[src/rtl/fetch_stage_pkg.sv]
// Shared fetch/decode constants and the next-PC select encoding.
// The decode stage imports the same constants so both stages agree on
// datapath width, reset vector and the bubble encoding.
package fetch_stage_pkg;

    localparam int          WIDTH     = 32;
    localparam logic [31:0] RESET_PC  = 32'h0000_0000;
    localparam logic [31:0] NOP_INSTR = 32'h0000_0000;
    localparam int          PC_STEP   = 4;

    // Source of the next program counter value.
    typedef enum logic [1:0] {
        PC_SEL_SEQ      = 2'd0,
        PC_SEL_HOLD     = 2'd1,
        PC_SEL_REDIRECT = 2'd2
    } pc_sel_e;

endpackage

[src/rtl/fetch_stage_ifid_reg.sv]
// IF/ID pipeline register. A bubble (squash) overrides a hold, and a hold
// overrides a capture, so a redirect or flush always discards the
// wrong-path word even when the hazard unit is stalling.
module ifid_reg
    import fetch_stage_pkg::*;
#(
    parameter int                WIDTH     = fetch_stage_pkg::WIDTH,
    parameter logic [WIDTH-1:0]  NOP_INSTR = fetch_stage_pkg::NOP_INSTR
) (
    input  logic             clk,
    input  logic             rst_n,
    input  logic             hold,
    input  logic             bubble,
    input  logic [WIDTH-1:0] pc_in,
    input  logic [WIDTH-1:0] pc4_in,
    input  logic [WIDTH-1:0] instr_in,
    output logic [WIDTH-1:0] pc,
    output logic [WIDTH-1:0] pc4,
    output logic [WIDTH-1:0] instr,
    output logic             valid
);

    // Bubble beats hold beats capture; reset clears to an empty slot.
    always_ff @(posedge clk or negedge rst_n) begin
        if (!rst_n) begin
            pc    <= '0;
            pc4   <= '0;
            instr <= NOP_INSTR;
            valid <= 1'b0;
        end else if (bubble) begin
            pc    <= '0;
            pc4   <= '0;
            instr <= NOP_INSTR;
            valid <= 1'b0;
        end else if (!hold) begin
            pc    <= pc_in;
            pc4   <= pc4_in;
            instr <= instr_in;
            valid <= 1'b1;
        end
    end

endmodule

[src/rtl/fetch_stage.sv]
// Instruction-fetch stage: owns the PC, drives the instruction memory
// address directly from the PC register and feeds the IF/ID register.
// Optional build macro FETCH_ALIGN_CHECK_EN: word-aligns redirect targets
// and exposes a sticky fetch_misalign flag.
module fetch_stage
    import fetch_stage_pkg::*;
#(
    parameter int                WIDTH     = fetch_stage_pkg::WIDTH,
    parameter logic [WIDTH-1:0]  RESET_PC  = fetch_stage_pkg::RESET_PC,
    parameter logic [WIDTH-1:0]  NOP_INSTR = fetch_stage_pkg::NOP_INSTR
) (
    input  logic             clk,
    input  logic             rst_n,
    input  logic             stall,
    input  logic             flush,
    input  logic             branch_taken,
    input  logic [WIDTH-1:0] branch_target,
    output logic [WIDTH-1:0] imem_addr,
    input  logic [WIDTH-1:0] imem_data,
`ifdef FETCH_ALIGN_CHECK_EN
    output logic             fetch_misalign,
`endif
    output logic [WIDTH-1:0] ifid_pc,
    output logic [WIDTH-1:0] ifid_pc4,
    output logic [WIDTH-1:0] ifid_instr,
    output logic             ifid_valid
);

    logic [WIDTH-1:0] pc;
    logic [WIDTH-1:0] pc_inc;
    logic [WIDTH-1:0] pc_next;
    logic [WIDTH-1:0] target_eff;
    pc_sel_e          pc_sel;

    // The memory sees the PC register with no logic in between.
    assign imem_addr = pc;

    // Sequential fetch address; wraps naturally at 2^WIDTH.
    assign pc_inc = pc + WIDTH'(PC_STEP);

`ifdef FETCH_ALIGN_CHECK_EN
    assign target_eff = {branch_target[WIDTH-1:2], 2'b00};
`else
    assign target_eff = branch_target;
`endif

    // Redirect has priority over stall so a stalled wrong path is dropped.
    always_comb begin
        pc_sel = PC_SEL_SEQ;
        if (branch_taken) begin
            pc_sel = PC_SEL_REDIRECT;
        end else if (stall) begin
            pc_sel = PC_SEL_HOLD;
        end
    end

    // Next-PC mux driven by the select above.
    always_comb begin
        pc_next = pc_inc;
        unique case (pc_sel)
            PC_SEL_REDIRECT: pc_next = target_eff;
            PC_SEL_HOLD:     pc_next = pc;
            default:         pc_next = pc_inc;
        endcase
    end

    // PC register.
    always_ff @(posedge clk or negedge rst_n) begin
        if (!rst_n) begin
            pc <= RESET_PC;
        end else begin
            pc <= pc_next;
        end
    end

`ifdef FETCH_ALIGN_CHECK_EN
    // Sticky flag: remembers any redirect that arrived with low bits set.
    always_ff @(posedge clk or negedge rst_n) begin
        if (!rst_n) begin
            fetch_misalign <= 1'b0;
        end else if (branch_taken && (branch_target[1:0] != 2'b00)) begin
            fetch_misalign <= 1'b1;
        end
    end
`endif

    // A taken branch squashes the word fetched this cycle, same as a flush.
    ifid_reg #(
        .WIDTH     (WIDTH),
        .NOP_INSTR (NOP_INSTR)
    ) u_ifid (
        .clk      (clk),
        .rst_n    (rst_n),
        .hold     (stall),
        .bubble   (flush | branch_taken),
        .pc_in    (pc),
        .pc4_in   (pc_inc),
        .instr_in (imem_data),
        .pc       (ifid_pc),
        .pc4      (ifid_pc4),
        .instr    (ifid_instr),
        .valid    (ifid_valid)
    );

endmodule

[config.mk]
export PLATFORM = sky130hd
export DESIGN_NAME = fetch_stage
export DESIGN_NICKNAME = d
export VERILOG_FILES = /design/src/rtl/fetch_stage_pkg.sv /design/src/rtl/fetch_stage_ifid_reg.sv /design/src/rtl/fetch_stage.sv
export SDC_FILE = /design/constraint.sdc
export NUM_CORES = 1
export LEC_CHECK = 0
export ABC_AREA = 1
export ABC_CLOCK_PERIOD_IN_PS = 2900
export BUFFER_PORTS_ARGS = -buffer_cell sky130_fd_sc_hd__buf_2
export CAP_MARGIN = 10
export CORE_ASPECT_RATIO = 1.2
export CORE_UTILIZATION = 50
export DETAILED_ROUTE_END_ITERATION = 7
export PLACE_DENSITY = 0.8
export SLEW_MARGIN = 5
export SYNTH_ARGS = -nofsm -noshare
export SYNTH_HDL_FRONTEND = slang
export SYNTH_SLANG_ARGS = --single-unit
[constraint.sdc]
create_clock -name clk -period 2.9 [get_ports clk]
set_input_delay 0.29 -clock clk [delete_from_list [all_inputs] [get_ports clk]]
set_output_delay 0.29 -clock clk [all_outputs]
set_load 0.02 [all_outputs]
==> summary.txt, run 1 <==
Cells and area
  – Final Core Density: 66.7%
  – Register area: 3180 um^2
  – Area delta synth->final: 28.8%
  – Fin area: 7430 um^2
  – Nets: 910
  – Antenna fix cells: 0
  – Footprint of the multi-input gates: 2240 um^2
  – # fillers: 942
  – Ratio of cells with drive above 1 in the final layout: 31.1%

Clock network
  – Number of CTS-inserted buffers: 17
  – Setup bufs post-CTS: 0
  – Clk pin slew, worst setup/hold paths: 0.06 ns
  – Clock Tree Root: clkbuf_16
  – Clk Latency, worst-skew pair: 0.41 ns
  – # hold bufs at CTS: 1
  – Post-CTS sizing: 0
  – # clock sinks: 127
  – H-Tree Depth: 4
  – CTS Buffer Depth: 2
  – CTS tree: done

Detailed routing
  – WL met1: 6780 um
  – DR top layer: met4
  – Met2 wire len: 8130 um
  – First-pass DRT Iterations: 5
  – DR WL met3: 1080 um
  – Vias per cell: 5.27
  – Wire per inst: 16.5 um
  – DRT Wirelength: 16,600 um
  – Via count: 5,310
  – First-iteration detailed-routing DRC count: 312
  – Post-DRT Antenna Nets: 0
  – Drt drc: 0

Global route
  – Initial antenna violation count: 0
  – First-pass GRT wire length: 26,000 um
  – Largest net degree at the start of global routing: 65
  – Global Route Usage Sum: 28.6%
  – Vias in the first global route: 5,327
  – GR Overflow Total: 0

Floorplanning
  – Row cnt: 42
  – Die H: 120 um
  – Initial Util: 51.8%
  – Die width: 100 um
  – Die footprint: 12,000 um^2
  – Core Region: 11,100 um^2
  – Ports: 198

Critical path
  – Cell mode on critical path: nand2_1
  – Slowest-stage cell, CP: dfrtp_1
  – CP top delay family: simple AND/OR/NAND/NOR gates
  – Largest stage delay on the critical path: 0.45 ns
  – CP max FO: 7
  – Crit path cell chain: ha_1 > nand2_2 > nor2_4 > nand3b_1 > o21ai_0 > nand2_1 > nand3_1 > nand2_1
  – Crit path kind: reg -> reg
  – WP data required: 3.19 ns
  – CP endpoint kind: flip-flop
  – Worst path bufs/invs: 0
  – CP Data Arrival Time: 2.02 ns
  – Startpoint Class: flip-flop

Yosys
  – Syn nets: 712
  – Synth Instances: 642
  – Count of cell types in the netlist: 31
  – Ys flop type: dfrtp_1
  – Synth warn: 0
  – Sequential area share after synthesis: 55.1%
  – Mean Syn Cell Area: 8.99 um^2
  – Mapped Area: 5770 um^2
  – Post-synth EDFFs: 0
  – Ys async rst share: 100%
  – Flops & latches, synth: 127

STA
  – Final period util: 59.7%
  – Worst slew margin: 55.6%
  – Slew @ Worst Pin: 0.666 ns
  – Count of pins over their slew limit: 0
  – Fmax: 0.578 GHz
  – Final setup fails: 0
  – Final Hold Violating Endpoints: 0
  – Hold_ws: 0.0949 ns
  – RSZ-0062 raised after global routing: no
  – Min Tclk post-route: 1.73 ns
  – Clk_skew: 0.0101 ns
  – Setup TNS: 0 ns

Power and ir drop
  – Total Power: 4.60 mW
  – Worst vdd ir: 0.321 mV
  – Power per cell area: 618 nW/um^2
  – P_leak: 4.06 nW

Outcome
  – Status: finished, final reports clean

Placed design
  – Port Buf Inserts: 197
  – Placed cell area: 6860 um^2
  – GPL Wtd Cong: 0.923
  – Final HPWL DP: 11,900 um

Worst hold path
  – Worst Hold Class: in -> reg

Run
  – Max_cap viols: 0
## placed cells by master, fill, tap and decap left out, drive strengths merged, types with 2 or more instances in the layout
master    netlist  routed
nor2           45      45
a21oi           4       4
xor2           11      11
clkinvlp        0       3
a22o           35      35
buf            24     205
bufinv          0       2
dfrtp         127     127
o21bai          2       2
o21ai          45      45
nand4           2       2
o221ai          3       3
clkinv          0       6
o211ai          7       7
inv            48      48
nand3          39      39
a32o            3       3
clkbuf          3      21
nand2         240     240
## cells in the mapped netlist (4+ instances only)
library cell | number | share of area [%]
dfrtp_1 | 127 | 55
nand2_1 | 233 | 15
a21oi_1 | 4 | 0.35
a22o_1 | 35 | 5.3
nor2_4 | 11 | 2.1
o21ai_0 | 12 | 1.0
nand3_1 | 39 | 3.4
o21ai_1 | 33 | 2.9
nand2_2 | 4 | 0.43
buf_4 | 12 | 1.6
inv_1 | 41 | 2.7
inv_2 | 6 | 0.39
nor2_1 | 31 | 2.0
xor2_1 | 8 | 1.2
buf_2 | 11 | 0.95
o211ai_1 | 7 | 0.91
## power breakdown
part	internal (mW)	switching (mW)
registers	1.87	0.108
logic	0.196	0.413
clock network	1.28	0.737
## cell type report
| class | count | share of cell area (%) |
|---|---|---|
| Clock buffer | 21 | 6.06 |
| Clock inverter | 11 | 1.57 |
| Inverter | 48 | 2.46 |
| Multi-Input combinational cell | 440 | 30.2 |
| Sequential cell | 127 | 42.7 |
| Timing Repair Buffer | 206 | 14.4 |
| Tap cell | 154 | 2.59 |
## tightest hold or removal path, stage by stage
cell and delay [ns]:
buf_2 0.07, nand2_1 0.04, o21ai_0 0.06
## metal layers
metal | track usage [%] | vias to the layer above
met3 | 7.34 | 46
met5 | 0 | -
met4 | 14.1 | 0
li1 | - | 2487
met1 | 33.5 | 2545
met2 | 48.5 | 232
## kinds of logic (layout without fill, tap and decap cells)
group,after synthesis,in the layout,synth area share [%]
AO/OA/AOI/OAI,99,99,11.7
XOR/XNOR,12,12,2.21
adder cells (fa/ha/maj),1,1,0.217
buffers and inverters,75,286,6.07
flip-flops,127,127,55.1
AND/OR/NAND/NOR,328,328,24.7
## registers in the layout (all words and copies together), names as in the netlist
signal,flops
u_ifid.instr,32
u_ifid.pc,30
imem_addr,32
u_ifid.pc4,32
u_ifid.valid,1
## per-stage QoR
step,cells,worst slack [ns]
after floorplan,642,1.27
after global placement,974,1.28
after detailed placement,974,1.21
after CTS,1007,1.19
after global routing,1007,0.964
final,1007,1.17
## worst paths after layout
check	cells after the start	to	slack, ns	from
max	8	u_ifid.pc4[20]$_DFFE_PN0P_	1.17	imem_addr[2]$_DFFE_PN0P_
min	3	imem_addr[0]$_DFFE_PN0P_	0.09	branch_target[0]
max reg2reg	8	u_ifid.pc4[20]$_DFFE_PN0P_	1.17	imem_addr[2]$_DFFE_PN0P_
min reg2reg	2	u_ifid.pc4[18]$_DFFE_PN0P_	0.47	u_ifid.pc4[18]$_DFFE_PN0P_
max in group asynchronous	3	u_ifid.instr[8]$_DFFE_PN0P_	1.70	rst_n
min in group asynchronous	2	u_ifid.pc[12]$_DFFE_PN0P_	0.45	rst_n
No activity file was read; power rests on OpenSTA's default activity.
==> run 2, diff against run 1 <==
ABC_CLOCK_PERIOD_IN_PS = 1800   (was 2900)
clock period = 1.8 ns   (was 2.9 ns; I/O delays follow)
==> run 2 against run 1 <==
Against the previous run: sequential cell count did not move; clock power grew 88%; utilization is 4.7 points higher; critical path depth grew 2; sequential power increased by 61%; combinational power increased by 79%; power is 75% higher; sequential share of layout area down 2.8 points; via count up 5.8%; first-iteration DRC count up 10%; largest cell class unchanged.
==> summary.txt, run 2 (same netlist as run 1, synthesis figures left out) <==
Critical path
  – Worst path bufs/invs: 0 (unchanged)
  – Setup slack, reg-to-reg: 0.14 ns (-1.02 ns)
  – Cell mode on critical path: nand2_1
  – CP Data Arrival Time: 1.94 ns (-0.08 ns)
  – Crit path cell chain: ha_2 > nand2_2 > nor2_4 > nand2_4 > nor2_4 > nand2_1 > nand2_1 > nand2_1 > nand2_1 > nand3_1
  – CP top delay family: simple AND/OR/NAND/NOR gates
  – Critical Path Source: imem_addr[3]$_DFFE_PN0P_
  – Startpoint Class: flip-flop
  – Slowest-stage cell, CP: dfrtp_1
  – Largest stage delay on the critical path: 0.42 ns (-0.03 ns)
  – Crit path kind: reg -> reg
  – FF-to-FF Start: imem_addr[3]$_DFFE_PN0P_
  – CP endpoint kind: flip-flop
  – R2r worst-path depth: 10 (+2)
  – Logic depth of the worst path, buffers included: 10 (+2)
  – Worst r2r dst: imem_addr[22]$_DFFE_PN0P_
  – WP data required: 2.08 ns (-1.11 ns)
  – CP max FO: 5 (-2)

STA
  – Fmax: 0.604 GHz (+4.6%)
  – Clk_skew: 0.00590 ns (-0.00423 ns)
  – Worst slew margin: 69.0% (+13 points)
  – Slew @ Worst Pin: 0.465 ns (-0.201 ns)
  – RSZ-0062 raised after global routing: no
  – Final period util: 92.0% (+32 points)
  – Count of pins over their slew limit: 0 (unchanged)
  – Setup TNS: 0 ns (unchanged)
  – Min Tclk post-route: 1.66 ns (-0.0759 ns)
  – Final setup fails: 0 (unchanged)
  – Final Hold Violating Endpoints: 0 (unchanged)
  – Hold_ws: 0.00797 ns (-0.0869 ns)

Clock network
  – # clock sinks: 127 (unchanged)
  – CTS Buffer Depth: 2 (unchanged)
  – CTS tree: done
  – Number of CTS-inserted buffers: 17 (unchanged)
  – Clock Tree Root: clkbuf_16
  – Clk Latency, worst-skew pair: 0.41 ns (about the same)
  – H-Tree Depth: 4 (unchanged)
  – Clk pin slew, worst setup/hold paths: 0.06 ns (about the same)

Floorplanning
  – Row cnt: 42 (unchanged)
  – Die footprint: 12,000 um^2 (unchanged)
  – Die width: 100 um (unchanged)
  – Ports: 198 (unchanged)
  – Initial Util: 51.8% (unchanged)
  – Core Region: 11,100 um^2 (unchanged)
  – Die H: 120 um (unchanged)

Worst hold path
  – Hold wc startpoint: imem_data[30]
  – Hold Path End: u_ifid.instr[30]$_DFFE_PN0P_
  – Worst Hold Class: in -> reg
  – Cell depth of the worst hold path: 2 (-1)

Cells and area
  – Area delta synth->final: 37.8%
  – Nets: 949 (+4.3%)
  – Final Non-Filler Cells: 1,046 (+3.9%)
  – Ratio of cells with drive above 1 in the final layout: 31.1% (about the same)
  – Commonest non-fill, non-tap cell in the layout: nand2_1
  – Final Core Density: 71.4% (+4.7 points)
  – Antenna fix cells: 0 (unchanged)
  – # fillers: 861 (-8.6%)
  – Commonest non-fill, non-tap cells in the layout: nand2_1 (233), buf_2 (196), dfrtp_1 (127), inv_1 (41), nand3_1 (39)

Global route
  – First-pass GRT wire length: 28,400 um (+9.3%)
  – Global Route Usage Sum: 30.9% (+2.4 points)
  – GR Overflow Total: 0 (unchanged)
  – Initial antenna violation count: 0 (unchanged)
  – Vias in the first global route: 5,734 (+7.6%)
  – Largest net degree at the start of global routing: 53 (-18%)

Detailed routing
  – Wire per inst: 17.2 um (+4.3%)
  – Post-DRT Antenna Nets: 0 (unchanged)
  – Vias per cell: 5.37 (+1.9%)
  – First-pass DRT Iterations: 5 (unchanged)
  – DRT Wirelength: 17,900 um (+8.3%)
  – First-iteration detailed-routing DRC count: 344 (+10%)
  – Drt drc: 0 (unchanged)
  – Via count: 5,618 (+5.8%)

Placed design
  – Placed Cells: 981 (+0.72%)
  – Final HPWL DP: 12,300 um (+3.4%)
  – GPL Wtd Cong: 0.958 (+3.8%)
  – Port Buf Inserts: 197 (unchanged)

Power and ir drop
  – Logic pwr share: 13.6% (+0.4 points)
  – P_leak: 4.29 nW (+5.6%)
  – Clock network fraction of total power: 47.0% (+3.2 points)
  – Sequential group share of total power: 39.4% (-3.5 points)
  – Sw Share: 26.1% (-1.3 points)
  – Total Power: 8.05 mW (+75%)
  – Worst vdd ir: 0.724 mV (+130%)
  – P_sw: 2.10 mW (+67%)
  – Power per cell area: 1010 nW/um^2 (+64%)
  – Int Pwr: 5.95 mW (+78%)

Outcome
  – Status: finished, final reports clean

Run
  – Max_cap viols: 0 (unchanged)
[run 2: final cells by class]
class	count	area [um^2]	share of cell area, %
clock inverters	11	185	2.33
flip-flops and latches	127	3180	40.0
well taps	154	193	2.42
inverters	48	183	2.30
repair buffers	245	1490	18.8
clock buffers	21	470	5.91
multi-input cells	440	2250	28.3
[run 2: power by group through the flow]
stage / registers (mW) / logic [mW] / clock network [mW]
6_report: 3.17 / 1.09 / 3.79
5_1_grt: 3.18 / 1.18 / 3.96
4_1_cts: 3.16 / 1.09 / 3.82
3_5_place_dp: 3.21 / 1.02 / 0
3_3_place_gp: 3.20 / 0.995 / 0
2_1_floorplan: 3.37 / 0.388 / 0
[run 2: through the flow]
step	area, um^2	setup slack (ns)
final	7950	0.144
after global routing	7950	0.0161
after CTS	7950	0.122
after detailed placement	6960	0.170
after global placement	6960	0.234
after floorplan	5770	0.175
[run 2: per-layer routing]
| metal | up-vias | GRT usage [%] | wire (um) |
|---|---|---|---|
| met3 | 62 | 8.85 | 1510 |
| li1 | 2555 | - | - |
| met2 | 319 | 53.9 | 9170 |
| met1 | 2682 | 34.6 | 6680 |
| met4 | 0 | 14.5 | 578 |
| met5 | - | 0 | 0 |
[run 2: worst max path at each step]
stage,to
6_report,imem_addr[22]$_DFFE_PN0P_
4_1_cts,u_ifid.pc4[30]$_DFFE_PN0P_
3_5_place_dp,imem_addr[24]$_DFFE_PN0P_
2_1_floorplan,imem_addr[26]$_DFFE_PN0P_
3_3_place_gp,imem_addr[24]$_DFFE_PN0P_
5_1_grt,imem_addr[22]$_DFFE_PN0P_
[run 2: repair_timing]
action                                  in CTS  in global routing
endpoints found under the setup margin       0                  6
endpoints found under the hold margin       61                  0
setup buffers                                0                  0
hold buffers                                33                  0
resized for setup                            0                  3
[run 2: worst reg2reg max path, delay by kind of cell (launching register included)]
| family | cells | cell delay, ns |
|---|---|---|
| fa+ha+maj | 1 | 0.24 |
| simple gates | 9 | 0.86 |
| flops | 1 | 0.42 |
==> run 3, diff against run 2 <==
ABC_CLOCK_PERIOD_IN_PS = 1880   (was 1800)
clock period = 1.88 ns   (was 1.8 ns; I/O delays follow)
==> run 3 against run 2 <==
Against the previous run: global-route usage down 0.58 points; sequential cell count unchanged; non-clock buffer count down 4; worst hold slack better by 0.00063 ns; critical path type unchanged; power down 11%; via count down 2.1%; clock power down 19%; die area unchanged; sequential power down 4%.
==> summary.txt, run 3 (same netlist as run 1, synthesis figures left out) <==
Cells and area
  – Register area: 3180 um^2 (unchanged)
  – # fillers: 889 (+3.3%)
  – Ratio of cells with drive above 1 in the final layout: 30.5% (-0.58 points)
  – Final Core Density: 70.1% (-1.3 points)
  – Commonest non-fill, non-tap cell in the layout: nand2_1
  – Footprint of the multi-input gates: 2240 um^2 (-0.33%)
  – Area delta synth->final: 35.3%
  – Nets: 945 (-0.42%)
  – Commonest non-fill, non-tap cells in the layout: nand2_1 (233), buf_2 (196), dfrtp_1 (127), inv_1 (41), nand3_1 (39)

Critical path
  – Largest stage delay on the critical path: 0.43 ns (about the same)
  – WP data required: 2.15 ns (+0.07 ns)
  – Crit path kind: reg -> reg
  – Slowest-stage cell, CP: dfrtp_1
  – CP Data Arrival Time: 1.98 ns (+0.04 ns)
  – CP endpoint kind: flip-flop
  – Crit path cell chain: ha_1 > nand2_2 > nor2_4 > nand2_4 > nor2_1 > nand2_1 > nand3_1 > o21ai_0
  – CP top delay family: simple AND/OR/NAND/NOR gates
  – Worst path bufs/invs: 0 (unchanged)
  – CP max FO: 5 (unchanged)
  – Startpoint Class: flip-flop

Clock network
  – Clk pin slew, worst setup/hold paths: 0.06 ns (about the same)
  – Clock Tree Root: clkbuf_16
  – Number of CTS-inserted buffers: 17 (unchanged)
  – Clk Latency, worst-skew pair: 0.41 ns (about the same)
  – Setup bufs post-CTS: 0 (unchanged)
  – # clock sinks: 127 (unchanged)
  – H-Tree Depth: 4 (unchanged)
  – CTS tree: done
  – CTS Buffer Depth: 2 (unchanged)

STA
  – RSZ-0062 raised after global routing: no
  – Count of pins over their slew limit: 0 (unchanged)
  – Slew @ Worst Pin: 0.424 ns (-0.0409 ns)
  – Final Hold Violating Endpoints: 0 (unchanged)
  – Fmax: 0.587 GHz (-2.8%)
  – Clk_skew: 0.00808 ns (+0.00218 ns)
  – Min Tclk post-route: 1.70 ns (+0.0469 ns)
  – Final period util: 90.6% (-1.4 points)
  – Worst slew margin: 71.7% (+2.7 points)
  – Final WS setup: 0.178 ns (+0.0331 ns)
  – Setup TNS: 0 ns (unchanged)
  – Final setup fails: 0 (unchanged)

Floorplanning
  – Initial Util: 51.8% (unchanged)
  – Ports: 198 (unchanged)
  – Die width: 100 um (unchanged)
  – Die H: 120 um (unchanged)
  – Die footprint: 12,000 um^2 (unchanged)
  – Core Region: 11,100 um^2 (unchanged)
  – Row cnt: 42 (unchanged)

Placed design
  – Setup WS pre-CTS: 0.230 ns (+0.0605 ns)
  – GPL Wtd Cong: 0.941 (-1.8%)
  – Final HPWL DP: 12,300 um (+0.22%)
  – Port Buf Inserts: 197 (unchanged)

Detailed routing
  – Vias per cell: 5.29 (-1.6%)
  – First-iteration detailed-routing DRC count: 337 (-2.0%)
  – Post-DRT Antenna Nets: 0 (unchanged)
  – First-pass DRT Iterations: 5 (unchanged)
  – Via count: 5,502 (-2.1%)
  – Drt drc: 0 (unchanged)
  – DRT Wirelength: 17,400 um (-3.0%)
  – Wire per inst: 16.7 um (-2.5%)

Outcome
  – Status: finished, final reports clean

Global route
  – Global Route Usage Sum: 30.3% (-0.58 points)
  – GR Overflow Total: 0 (unchanged)
  – Largest net degree at the start of global routing: 55 (+3.8%)
  – Vias in the first global route: 5,732 (-0.035%)
  – Initial antenna violation count: 0 (unchanged)
  – First-pass GRT wire length: 28,000 um (-1.6%)

Run
  – Max_cap viols: 0 (unchanged)

Power and ir drop
  – P_leak: 4.22 nW (-1.6%)
  – Worst vdd ir: 0.641 mV (-11%)
  – Power per cell area: 914 nW/um^2 (-9.6%)
  – Total Power: 7.14 mW (-11%)

Worst hold path
  – Worst Hold Class: in -> reg
[run 3: cell types whose count changed in the layout (fill, tap and decap cells not counted), sizes merged]
cell	delta
buf	-1
bufinv	-3
clkbuf	-2
clkinv	+2
clkinvlp	+1
diode	+1
dlygate4sd3	-3
[run 3: layout make-up]
class                      count  area share, %
sequential                   127           40.7
multi-input combinational    440           28.7
timing repair buffer         241           18.7
clock buffer                  19           5.54
tap                          154           2.47
inverter                      48           2.34
clock inverter                11           1.54
antenna                        1         0.0320
[run 3: timing repair]
| action | in CTS | in global routing |
|---|---|---|
| hold buffers | 30 | 0 |
| gates resized for setup | 0 | 0 |
| endpoints found under the hold margin | 52 | 0 |
[run 3: stage by stage]
step	cell area, um^2	instances	hold slack, ns
after floorplan	5770	642	-0.108
final	7810	1041	0.00860
after detailed placement	6950	980	0.130
after CTS	7810	1040	0.00176
after global routing	7810	1040	0.00205
after global placement	6950	980	0.129
[run 3: per-layer routing]
metal | part of all wire (%) | GRT usage [%] | routed length [um] | vias to the layer above
met3 | 8.3 | 8.21 | 1440 | 44
met1 | 38 | 35.1 | 6550 | 2634
li1 | - | - | - | 2545
met2 | 51 | 52.8 | 8860 | 279
met5 | 0 | 0 | 0 | -
met4 | 3.2 | 12.7 | 558 | 0
[run 3: power breakdown]
| part | total, mW | internal [mW] | switching [mW] |
|---|---|---|---|
| combinational | 1.02 | 0.362 | 0.658 |
| sequential | 3.04 | 2.88 | 0.160 |
| clock | 3.08 | 1.92 | 1.16 |
[run 3: final timing paths]
kind	startpoint	end	slack [ns]	cells past startpoint
worst max-delay path	imem_addr[3]$_DFFE_PN0P_	u_ifid.pc4[14]$_DFFE_PN0P_	0.18	8
worst min-delay path	branch_target[21]	imem_addr[21]$_DFFE_PN0P_	0.009	3
worst max register to register	imem_addr[3]$_DFFE_PN0P_	u_ifid.pc4[14]$_DFFE_PN0P_	0.18	8
worst min register to register	u_ifid.pc4[16]$_DFFE_PN0P_	u_ifid.pc4[16]$_DFFE_PN0P_	0.48	2
max in group asynchronous	rst_n	imem_addr[13]$_DFFE_PN0P_	1.06	3
min in group asynchronous	rst_n	u_ifid.pc4[16]$_DFFE_PN0P_	0.28	2
[run 3: worst reg2reg max path, delay by kind of cell (launching register included)]
kind | cells | cell delay (ns)
AO/OA/AOI/OAI | 1 | 0.13
adder cells (fa/ha/maj) | 1 | 0.24
flip-flops | 1 | 0.43
AND/OR/NAND/NOR | 6 | 0.77
